--- config.mk ---
export PLATFORM = sky130hd
export DESIGN_NAME = uart_frame_writer
export DESIGN_NICKNAME = d
export VERILOG_FILES = /design/src/rtl/uart_frame_writer.sv
export SDC_FILE = /design/constraint.sdc
export NUM_CORES = 1
export LEC_CHECK = 0
export ABC_AREA = 1
export CORE_MARGIN = 5
export CORE_UTILIZATION = 45
export CTS_CLUSTER_DIAMETER = 120
export DETAILED_ROUTE_END_ITERATION = 10
export GPL_TIMING_DRIVEN = 0
export PLACE_DENSITY = 0.66
export REMOVE_ABC_BUFFERS = 1
export SLEW_MARGIN = 10
export SYNTH_ARGS = -nofsm -noshare
export SYNTH_HDL_FRONTEND = slang
export SYNTH_SLANG_ARGS = --single-unit
--- constraint.sdc ---
create_clock -name clk -period 3.8 [get_ports clk]
set_input_delay 0.95 -clock clk [delete_from_list [all_inputs] [get_ports clk]]
set_output_delay 0.95 -clock clk [all_outputs]
set_load 0.02 [all_outputs]
--- src/rtl/uart_frame_writer.sv ---
// Buffers (address, pixel) pairs from the UART receiver in a small FIFO and
// streams them to the frame-buffer RAM over a ready/valid write port.
module uart_frame_writer #(
    parameter int AW         = 21,
    parameter int DW         = 16,
    parameter int DEPTH      = 4,
    parameter int FRAME_LAST = 307199
) (
    input  logic          clk,
    input  logic          rst,
    input  logic [AW-1:0] address_ram,
    input  logic [DW-1:0] data,
    input  logic          dataflag,
    input  logic          ram_ready,
    input  logic          count_clr,
    output logic          ram_we,
    output logic [AW-1:0] ram_addr,
    output logic [DW-1:0] ram_wdata,
    output logic          frame_done,
    output logic          overflow,
    output logic [AW-1:0] write_count
);

    localparam int PW = $clog2(DEPTH);
    localparam logic [0:0] S_IDLE  = 1'b0;
    localparam logic [0:0] S_WRITE = 1'b1;
    localparam logic [AW-1:0] LAST_ADDR = AW'(FRAME_LAST);

    logic [0:0]    state;
    logic [AW-1:0] fifo_addr [DEPTH];
    logic [DW-1:0] fifo_data [DEPTH];
    // Pointers carry one extra wrap bit so full and empty are distinguishable.
    logic [PW:0]   wr_ptr;
    logic [PW:0]   rd_ptr;

    logic empty;
    logic full;
    logic accept;
    logic pop;
    logic push;
    logic drop;

    assign empty  = (wr_ptr == rd_ptr);
    assign full   = (wr_ptr[PW] != rd_ptr[PW]) && (wr_ptr[PW-1:0] == rd_ptr[PW-1:0]);
    assign ram_we = (state == S_WRITE);
    assign accept = ram_we && ram_ready;
    // The output register refills whenever it is free or being released this edge.
    assign pop    = !empty && (!ram_we || accept);
    assign push   = dataflag && (!full || pop);
    assign drop   = dataflag && !push;

    always_ff @(posedge clk) begin
        if (push) begin
            fifo_addr[wr_ptr[PW-1:0]] <= address_ram;
            fifo_data[wr_ptr[PW-1:0]] <= data;
        end
    end

    always_ff @(posedge clk or negedge rst) begin
        if (!rst) begin
            wr_ptr <= '0;
            rd_ptr <= '0;
        end else begin
            if (push) begin
                wr_ptr <= wr_ptr + {{PW{1'b0}}, 1'b1};
            end
            if (pop) begin
                rd_ptr <= rd_ptr + {{PW{1'b0}}, 1'b1};
            end
        end
    end

    always_ff @(posedge clk or negedge rst) begin
        if (!rst) begin
            state     <= S_IDLE;
            ram_addr  <= '0;
            ram_wdata <= '0;
        end else begin
            if (pop) begin
                ram_addr  <= fifo_addr[rd_ptr[PW-1:0]];
                ram_wdata <= fifo_data[rd_ptr[PW-1:0]];
            end
            case (state)
                S_IDLE:  if (pop) state <= S_WRITE;
                S_WRITE: if (accept && !pop) state <= S_IDLE;
                default: state <= S_IDLE;
            endcase
        end
    end

    always_ff @(posedge clk or negedge rst) begin
        if (!rst) begin
            frame_done  <= 1'b0;
            overflow    <= 1'b0;
            write_count <= '0;
        end else begin
            frame_done <= accept && (ram_addr == LAST_ADDR);
            // Clear wins over both a same-edge accept and a same-edge drop.
            if (count_clr) begin
                write_count <= '0;
                overflow    <= 1'b0;
            end else begin
                if (accept) begin
                    write_count <= write_count + {{(AW-1){1'b0}}, 1'b1};
                end
                if (drop) begin
                    overflow <= 1'b1;
                end
            end
        end
    end

endmodule

== Yosys cells after proc, flatten, opt, wreduce, memory -nomap -nowiden ==
Memory sizes are Yosys's and may differ from the RTL's. A register that Yosys moved wholly into a read port is not among the register bits.
Cells that the tools add are included.
Word-level totals
  flip-flop bits (word level): 30
  latch bits: 0
  bits in writable memories: 148
  memory bits (read-only): 0
  input bits: 42
  memories: 2
Operators by class
  add/sub/neg operators: 3
  multiply operators: 0
  divide/modulo/power cells: 0
  order comparisons: 0
  eq/ne operators: 4
  shift-type cells: 0
  multiplexer cells: 9
  bitwise operators: 1
  reductions and logical operators: 18
Memories
  fifo_addr: words 4, bits a word 21, read ports 1, clocked after Yosys merged registers in 1, write ports 1, RTL line 30  | logic [AW-1:0] fifo_addr [DEPTH];
  fifo_data: words 4, bits a word 16, read ports 1, clocked after Yosys merged registers in 1, write ports 1, RTL line 31  | logic [DW-1:0] fifo_data [DEPTH];
Operators by type and width (number)
  2-to-1 mux 21 bit: 2
  adder 21 x 1 -> 21 bit (second input constant): 1
  == test 21 x 19 -> 1 bit (second input constant): 1
  logical AND 1 bit: 7
  zero test 1 bit: 7
  adder 3 x 1 -> 3 bit (second input constant): 2
  2-to-1 mux 1 bit: 6
  nonzero test 2 bit: 2
  == test 3 bit: 1
  == test 2 bit: 1
  logical OR 1 bit: 2
  one-hot mux 1 bit (2 select lines): 1
  inequality test 1 bit: 1
  NOT 1 bit: 1

== Logic depth before layout (Yosys ltp) ==
Gate-level depths: netlist of the first run.
  depth after elaboration: 9
  depth in mapped cells: 9
  depth with buffers taken out: 9

== Least setup slack after synthesis of the first run ==
OpenSTA, ideal clock, no wires.
  path kind: input -> register
  start: input port ram_ready
  end: memory fifo_addr[0][0] (enable)
  setup time: 0.431 ns
  arrival: 3.006 ns
  setup slack: 0.363 ns
  stages on the path: 6
  path buffers: 0
  cell sequence: inv_1 nand2_1 nor2_1 nand2_1 nand2_1 nor2_1
Between the ends
  word-level cells in the longest chain between the ends: 7
RTL lines
  from (decl): RTL line 14  | input logic ram_ready,
  logical AND 1 bit: RTL line 46  | assign accept = ram_we && ram_ready;
  logical OR 1 bit: RTL line 48  | assign pop = !empty && (!ram_we || accept);
  logical AND 1 bit: RTL line 48
  logical OR 1 bit: RTL line 49  | assign push = dataflag && (!full || pop);
  logical AND 1 bit: RTL line 49
  2-to-1 mux 1 bit: RTL line 53  | if (push) begin
  2-to-1 mux 1 bit (implied by the code): RTL line 54  | fifo_addr[wr_ptr[PW-1:0]] <= address_ram;
  to (decl): RTL line 30
Every way passes these cells.

== Worst setup path in the final report of the first run ==
  start: register rd_ptr[1]
  end: register rd_ptr[2]
Between the ends
  word-level cells in the longest chain between the ends: 3
  elaborated cells on any way between the ends: 4
  those cells by class: add/sub: 1; eq/ne: 1; reduce/logical: 2
RTL lines
  from (decl): RTL line 34  | logic [PW:0] rd_ptr;
  from (signal assigned): RTL line 68  | rd_ptr <= rd_ptr + {{PW{1'b0}}, 1'b1};
  parallel branches: the longest is 3 deep, another holds adder 3 x 1 -> 3 bit
Parallel ways; which one is timed is not known.
A chain may end at the register's enable or synchronous reset.

==> results of run 1 <==
[cell usage in the layout, fill, tap and decap left out, types with 3 or more instances in the layout]
cell               n
clkdlybuf4s50_1  101
clkbuf_1           4
nand2_1          129
xnor2_1            3
inv_1             34
buf_16             3
nor2_1           144
edfxtp_1         148
o21ai_0          108
o21ai_1           13
clkbuf_16         23
inv_6              4
a21oi_1           13
clkinv_2           3
nand4_1            5
nor3_1             5
nand2_2            3
bufinv_16          4
ha_1               6
buf_12             3
nor2_4             4
nand3_1           61
dfrtp_1           65
[metal layers]
| layer | share of wire [%] | vias up |
|---|---|---|
| li1 | - | 2901 |
| met1 | 44 | 2848 |
| met2 | 48 | 148 |
| met3 | 7.0 | 25 |
| met4 | 1.6 | 2 |
| met5 | 0.069 | - |
[worst max path at each step]
stage / cells past startpoint / endpoint / slack (ns)
after global placement: 7 / fifo_data[3][0] / -2.99
after floorplan: 6 / fifo_addr[0][0] / -0.29
final: 5 / rd_ptr[2] / 0.47
after detailed placement: 8 / fifo_data[1][0] / 0.22
after global routing: 6 / rd_ptr[2] / 0.15
after CTS: 5 / rd_ptr[2] / 0.39
[state kept, by name, summed over array words and instances (netlist names), 3 cells and up]
register	count
fifo_addr	84
rd_ptr	3
ram_wdata	16
fifo_data	64
write_count	21
wr_ptr	3
ram_addr	21
[cell families after synthesis]
family | Yosys count | share of synthesized area, %
compound gates | 137 | 8.01
xor+xnor | 4 | 0.403
fa+ha+maj | 6 | 0.863
buf+inv | 73 | 3.73
flops | 215 | 70.4
simple gates | 355 | 16.6
[through the flow]
step	utilization (%)	setup slack, ns	cells	area, µm²
floorplan	-	-0.295	753	8510
global placement	52.2	-2.99	1115	9860
detailed placement	53.1	0.224	1121	10000
CTS	57.5	0.386	1163	10900
global route	57.5	0.151	1163	10900
finish	57.5	0.469	1163	10900
[power groups by stage]
stage               Sequential, mW  Clock, mW  Combinational [mW]
floorplan                     3.75          0                1.27
global placement              3.67          0                2.48
detailed placement            3.65          0                2.60
CTS                           3.61       2.41                2.61
global route                  3.69       2.52                2.88
finish                        3.60       2.36                2.56
[critical path, stage by stage, from the launching register on]
cell and delay, ns:
dfrtp_4 0.92, nand2_1 0.15, a21oi_2 0.25, nand2_2 0.59
nand2_2 0.97, o21ai_0 0.17
[final cells by class]
cell class	count	area [µm²]	area share, %
flip-flops and latches	215	6130	56.5
inverters	36	136	1.26
multi-input cells	502	2290	21.1
clock buffers	29	618	5.69
clock inverters	13	200	1.84
well taps	260	325	3.00
repair buffers	108	1160	10.7
==> flow_results.xml, run 1 <==
<?xml version="1.0" encoding="UTF-8"?>
<metrics>
  <group name="cells_and_area">
    <metric name="area_growth_syn_to_layout" unit="%">24.8</metric>
    <metric name="layout.nets" unit="">934</metric>
    <metric name="insertedDiodeCount" unit="">0</metric>
    <metric name="ratio_of_cells_with_drive_above_1_in_the_final_layout" unit="%">6.31</metric>
    <metric name="fillers" unit="">1589</metric>
  </group>
  <group name="worst_setup_path">
    <metric name="reg2reg_to" unit="">rd_ptr[2]</metric>
    <metric name="crit_start" unit="">rd_ptr[1]</metric>
    <metric name="cp_class" unit="">flop to flop</metric>
    <metric name="timing.critical_path.fanout_max" unit="">78</metric>
    <metric name="critical_path.reg2reg.startpoint" unit="">rd_ptr[1]</metric>
    <metric name="worstSetupEndpointType" unit="">flop</metric>
    <metric name="crit_path_start_kind" unit="">flop</metric>
    <metric name="timing.critical_path.arrival" unit="ns">3.68</metric>
    <metric name="setup.reg_to_reg.worst_slack" unit="ns">0.47</metric>
    <metric name="required_time_worst_endpoint" unit="ns">4.15</metric>
    <metric name="r2r_worst_path_depth" unit="">5</metric>
  </group>
  <group name="die">
    <metric name="die_y" unit="µm">149</metric>
    <metric name="coreArea" unit="µm²">18900</metric>
    <metric name="die_area" unit="µm²">22200</metric>
    <metric name="die_w" unit="µm">149</metric>
    <metric name="initial_core_util" unit="%">46.0</metric>
    <metric name="row_count" unit="">50</metric>
    <metric name="pin_count" unit="">103</metric>
  </group>
  <group name="yosys">
    <metric name="synthesis.yosys.warnings" unit="">0</metric>
    <metric name="ys_top_cells_by_count" unit="">edfxtp_1 (148), nor2_1 (148), nand2_1 (130)</metric>
    <metric name="postSynthRegisterBits" unit="">215</metric>
    <metric name="syn_area" unit="µm²">8700</metric>
    <metric name="dominantRegCellSynth" unit="">edfxtp_1</metric>
    <metric name="proportion_of_synthesized_chip_area_in_sequential_cells" unit="%">70.4</metric>
    <metric name="synth_largest_type_area_fraction" unit="%">51.1</metric>
    <metric name="synth_edf_count" unit="">148</metric>
    <metric name="most_area_hungry_cell_type_in_the_yosys_netlist" unit="">edfxtp_1</metric>
    <metric name="post_synth_inst_count" unit="">790</metric>
    <metric name="yosysUniqueCellTypes" unit="">29</metric>
    <metric name="synthArstFlopShare" unit="%">31.2</metric>
    <metric name="synth_area_leaders" unit="">edfxtp_1 (51%), dfrtp_1 (19%), nor2_1 (6.4%), o21ai_0 (6.2%), nand2_1 (5.6%)</metric>
    <metric name="syn_avg_cell_area" unit="µm²">11.0</metric>
  </group>
  <group name="pwr">
    <metric name="total_leakage_power" unit="nW">4.13</metric>
    <metric name="comb_power_share" unit="%">30.0</metric>
    <metric name="intPower" unit="mW">5.56</metric>
    <metric name="cellPowerDensity" unit="nW/µm²">784</metric>
    <metric name="power.switching_fraction" unit="%">34.7</metric>
    <metric name="p_clk_share" unit="%">27.7</metric>
    <metric name="switching_power" unit="mW">2.95</metric>
    <metric name="peakVddDrop" unit="V">0.000583</metric>
    <metric name="seqPwrFrac" unit="%">42.3</metric>
    <metric name="power" unit="mW">8.51</metric>
  </group>
  <group name="outcome">
    <metric name="outcome" unit="">completed</metric>
  </group>
  <group name="clocking">
    <metric name="clk-insertion-delay-late" unit="ns">0.52</metric>
    <metric name="cts.clk_slew.worst_paths" unit="ns">0.06</metric>
    <metric name="post_cts.repair.setup_buffers" unit="">0</metric>
    <metric name="cts_htree_levels" unit="">1</metric>
    <metric name="clock_tree.buffer_depth" unit="">3</metric>
    <metric name="cts_made_buffers" unit="">23</metric>
    <metric name="number_of_gates_resized_after_cts" unit="">0</metric>
    <metric name="clockRootBuffer" unit="">clkbuf_16</metric>
    <metric name="cts_tree" unit="">built</metric>
    <metric name="cts_hold_repair.buffers" unit="">0</metric>
    <metric name="clock_sinks" unit="">215</metric>
  </group>
  <group name="detailed_routing">
    <metric name="detailroute.via_count" unit="">5924</metric>
    <metric name="dr.pass1.iters" unit="">5</metric>
    <metric name="overall_routed_net_length" unit="µm">18800</metric>
    <metric name="drt_iter0_markers" unit="">378</metric>
    <metric name="post_drt_via_cell_ratio" unit="">5.09</metric>
    <metric name="post-route-drc-count" unit="">0</metric>
    <metric name="avgRoutedWirePerCell" unit="µm">16.1</metric>
    <metric name="postRouteAntennaNets" unit="">0</metric>
  </group>
  <group name="timing">
    <metric name="max_freq" unit="GHz">0.300</metric>
    <metric name="maxSlewViolCount" unit="">0</metric>
    <metric name="finalCriticalPeriod" unit="ns">3.33</metric>
    <metric name="finalSetupViolations" unit="">0</metric>
    <metric name="rsz_0062_raised_after_global_routing" unit="">false</metric>
    <metric name="min_period_over_period" unit="%">87.6</metric>
    <metric name="slew_headroom" unit="%">30.4</metric>
    <metric name="finalClockSkew" unit="ns">0.0147</metric>
    <metric name="report.final.hold_viol_count" unit="">0</metric>
    <metric name="final.setup.tns" unit="ns">0</metric>
    <metric name="worst_pin_slew" unit="ns">1.04</metric>
    <metric name="worst_hold_margin" unit="ns">0.289</metric>
  </group>
  <group name="global_routing">
    <metric name="grt_use_met3" unit="%">4.04</metric>
    <metric name="globalRoute.busiestLayer" unit="">met2</metric>
    <metric name="all_layer_gr_usage" unit="%">17.0</metric>
    <metric name="grt_antenna_before_repair" unit="">1</metric>
    <metric name="first_pass_grt_wire_length" unit="µm">30400</metric>
    <metric name="m1_gr_usage" unit="%">23.0</metric>
    <metric name="grt_start_max_net_pins" unit="">79</metric>
    <metric name="globalRouteMet2Util" unit="%">28.6</metric>
    <metric name="grt_pass1_vias" unit="">5786</metric>
    <metric name="overflow" unit="">0</metric>
  </group>
  <group name="placed_design">
    <metric name="place.detailed.hpwl" unit="µm">11000</metric>
    <metric name="portbufs" unit="">102</metric>
    <metric name="place_congestion" unit="">0.854</metric>
  </group>
  <group name="min_path">
    <metric name="holdCritPathClass" unit="">primary input to async pin</metric>
  </group>
  <group name="flow_run">
    <metric name="cap_viol_max_count" unit="">0</metric>
  </group>
</metrics>
Power figures use the tool's default switching activity.
==> run 2, diff against run 1 <==
--- a/config.mk
+++ b/config.mk
@@ -11,7 +11,7 @@
 export CTS_CLUSTER_DIAMETER = 120
 export DETAILED_ROUTE_END_ITERATION = 10
 export GPL_TIMING_DRIVEN = 0
-export PLACE_DENSITY = 0.66
+export PLACE_DENSITY = 0.69
 export REMOVE_ABC_BUFFERS = 1
 export SLEW_MARGIN = 10
 export SYNTH_ARGS = -nofsm -noshare
==> constraint.sdc (replaced) <==
create_clock -name clk -period 2.9 [get_ports clk]
set_input_delay 0.725 -clock clk [delete_from_list [all_inputs] [get_ports clk]]
set_output_delay 0.725 -clock clk [all_outputs]
set_load 0.02 [all_outputs]
==> run 2 against run 1 <==
  * Die area unchanged
  * Clock skew fell by 0.0045 ns
  * Non-clock buffer count up 5
  * Global-route usage increased by 0.52 points
  * Worst hold slack got worse by 0.23 ns
==> flow_results.xml, run 2 (synthesis results as in run 1) <==
<?xml version="1.0" encoding="UTF-8"?>
<metrics>
  <group name="outcome">
    <metric name="outcome" unit="">completed</metric>
  </group>
  <group name="detailed_routing">
    <metric name="post-route-drc-count" unit="">0</metric>
    <metric name="overall_routed_net_length" unit="µm">19600</metric>
    <metric name="post_drt_via_cell_ratio" unit="">5.15</metric>
    <metric name="dr.pass1.iters" unit="">4</metric>
    <metric name="drt_iter0_markers" unit="">386</metric>
    <metric name="postRouteAntennaNets" unit="">0</metric>
    <metric name="detailroute.via_count" unit="">6008</metric>
    <metric name="avgRoutedWirePerCell" unit="µm">16.8</metric>
  </group>
  <group name="die">
    <metric name="initial_core_util" unit="%">46.0</metric>
    <metric name="coreArea" unit="µm²">18900</metric>
    <metric name="die_w" unit="µm">149</metric>
    <metric name="die_y" unit="µm">149</metric>
    <metric name="row_count" unit="">50</metric>
    <metric name="die_area" unit="µm²">22200</metric>
    <metric name="pin_count" unit="">103</metric>
  </group>
  <group name="cells_and_area">
    <metric name="flip_flop_count_of_the_largest_register_after_layout" unit="">84</metric>
    <metric name="stdcell_area" unit="µm²">10800</metric>
    <metric name="most-common-layout-cells" unit="">edfxtp_1 (148), nor2_1 (144), nand2_1 (128)</metric>
    <metric name="ratio_of_cells_with_drive_above_1_in_the_final_layout" unit="%">6.17</metric>
    <metric name="layout.cells.most_common" unit="">edfxtp_1</metric>
    <metric name="insertedDiodeCount" unit="">0</metric>
    <metric name="layout.nets" unit="">939</metric>
    <metric name="fillers" unit="">1574</metric>
    <metric name="area_of_the_multi_input_gates" unit="µm²">2300</metric>
    <metric name="post_layout_nonfiller_instances" unit="">1167</metric>
    <metric name="area_growth_syn_to_layout" unit="%">24.6</metric>
    <metric name="seqCellArea" unit="µm²">6130</metric>
  </group>
  <group name="worst_setup_path">
    <metric name="setup.reg_to_reg.worst_slack" unit="ns">0.26</metric>
    <metric name="worstSetupEndpointType" unit="">flop</metric>
    <metric name="timing.critical_path.cells" unit="">clkdlybuf4s50_1, inv_1, nand2_4, nor2_1, nand2_1, nand2_2, nor2_4, buf_16</metric>
    <metric name="longest_individual_stage_delay_on_the_worst_path" unit="ns">0.68</metric>
    <metric name="timing.critical_path.arrival" unit="ns">2.85</metric>
    <metric name="worst-path-buf-inv" unit="">3</metric>
    <metric name="crit_path_start_kind" unit="">primary input</metric>
    <metric name="critical-path-slowest-cell" unit="">nor2_4</metric>
    <metric name="cp_class" unit="">primary input to flop</metric>
    <metric name="required_time_worst_endpoint" unit="ns">3.10</metric>
    <metric name="timing.critical_path.fanout_max" unit="">22</metric>
    <metric name="cell_class_contributing_the_biggest_share_of_worst_path_delay" unit="">simple AND/OR/NAND/NOR gates</metric>
  </group>
  <group name="global_routing">
    <metric name="grt_pass1_vias" unit="">5967</metric>
    <metric name="overflow" unit="">0</metric>
    <metric name="all_layer_gr_usage" unit="%">17.6</metric>
    <metric name="first_pass_grt_wire_length" unit="µm">31200</metric>
    <metric name="grt_antenna_before_repair" unit="">0</metric>
    <metric name="grt_start_max_net_pins" unit="">79</metric>
  </group>
  <group name="timing">
    <metric name="finalCriticalPeriod" unit="ns">2.66</metric>
    <metric name="slew_headroom" unit="%">44.6</metric>
    <metric name="min_period_over_period" unit="%">91.6</metric>
    <metric name="finalClockSkew" unit="ns">0.0102</metric>
    <metric name="rsz_0062_raised_after_global_routing" unit="">false</metric>
    <metric name="finalSetupViolations" unit="">0</metric>
    <metric name="report.final.hold_viol_count" unit="">0</metric>
    <metric name="worst_pin_slew" unit="ns">0.828</metric>
    <metric name="max_freq" unit="GHz">0.376</metric>
    <metric name="maxSlewViolCount" unit="">0</metric>
  </group>
  <group name="clocking">
    <metric name="clock_tree.buffer_depth" unit="">3</metric>
    <metric name="clock_sinks" unit="">215</metric>
    <metric name="cts_tree" unit="">built</metric>
    <metric name="clk-insertion-delay-late" unit="ns">0.49</metric>
    <metric name="cts_htree_levels" unit="">1</metric>
    <metric name="cts.clk_slew.worst_paths" unit="ns">0.06</metric>
    <metric name="cts_made_buffers" unit="">23</metric>
    <metric name="cts_hold_repair.buffers" unit="">0</metric>
    <metric name="clockRootBuffer" unit="">clkbuf_16</metric>
  </group>
  <group name="placed_design">
    <metric name="place.detailed.hpwl" unit="µm">11200</metric>
    <metric name="place_congestion" unit="">0.853</metric>
    <metric name="portbufs" unit="">102</metric>
    <metric name="place_inst" unit="">1121</metric>
    <metric name="placement.cell_area" unit="µm²">10000</metric>
  </group>
  <group name="pwr">
    <metric name="power" unit="mW">11.0</metric>
    <metric name="cellPowerDensity" unit="nW/µm²">1020</metric>
    <metric name="total_leakage_power" unit="nW">4.13</metric>
    <metric name="peakVddDrop" unit="V">0.000688</metric>
  </group>
  <group name="flow_run">
    <metric name="cap_viol_max_count" unit="">0</metric>
  </group>
  <group name="min_path">
    <metric name="holdCritPathClass" unit="">primary input to async pin</metric>
  </group>
</metrics>
==> run 2: changes by cell type in the layout (fill, tap and decap cells not counted) <==
cell,before,now
nand2_4,0,3
inv_16,1,0
clkinvlp_4,2,0
inv_6,4,0
clkbuf_1,4,7
buf_12,3,5
nand2_1,129,128
clkinv_2,3,4
clkinv_1,1,4
inv_4,0,1
bufinv_16,4,2
buf_4,1,4
nand2_2,3,1
==> run 2: worst paths after layout <==
check | from | to | cells after the start
setup / recovery | ram_ready | fifo_data[1][8] | 8
hold / removal | rst | write_count[7] | 1
setup reg to reg | rd_ptr[0] | fifo_data[1][8] | 6
hold reg to reg | ram_wdata[3] | ram_wdata[3] | 2
max in group asynchronous | rst | rd_ptr[0] | 2
min in group clk | ram_wdata[3] | ram_wdata[3] | 2
==> run 2: through the flow <==
stage	hold slack (ns)	utilization (%)	setup slack [ns]	setup TNS (ns)
final	0.0613	57.4	0.243	0
after global routing	0.0563	57.4	0.0570	0
after CTS	0.0518	57.2	0.0287	0
after detailed placement	0.463	53.1	-0.551	-76.42
after global placement	0.454	52.2	-3.73	-700.00
after floorplan	0.429	-	-0.981	-145.13
==> run 2: cell type report <==
cell class,count,area share [%]
inverter,36,1.27
multi-input combinational,502,21.3
tap,260,3.00
sequential,215,56.5
clock inverter,9,0.843
clock buffer,32,5.81
timing repair buffer,113,11.3
==> run 2: where the power goes <==
group,internal (mW),switching (mW)
clock network,1.68,1.09
registers,4.09,0.525
logic,1.36,2.28
==> run 2: per-layer routing <==
layer,global-route usage (%),up-vias,share of wire (%)
met4,4.12,0,2.0
met5,0,-,0
li1,-,2913,-
met2,29.3,165,48
met1,23.7,2897,43
met3,3.80,33,6.5
==> run 2: what timing repair did <==
action / 4_1_cts / 5_1_grt
buffers inserted: 4 / 1
setup endpoints to repair: 91 / 59
gates resized for setup: 3 / 2
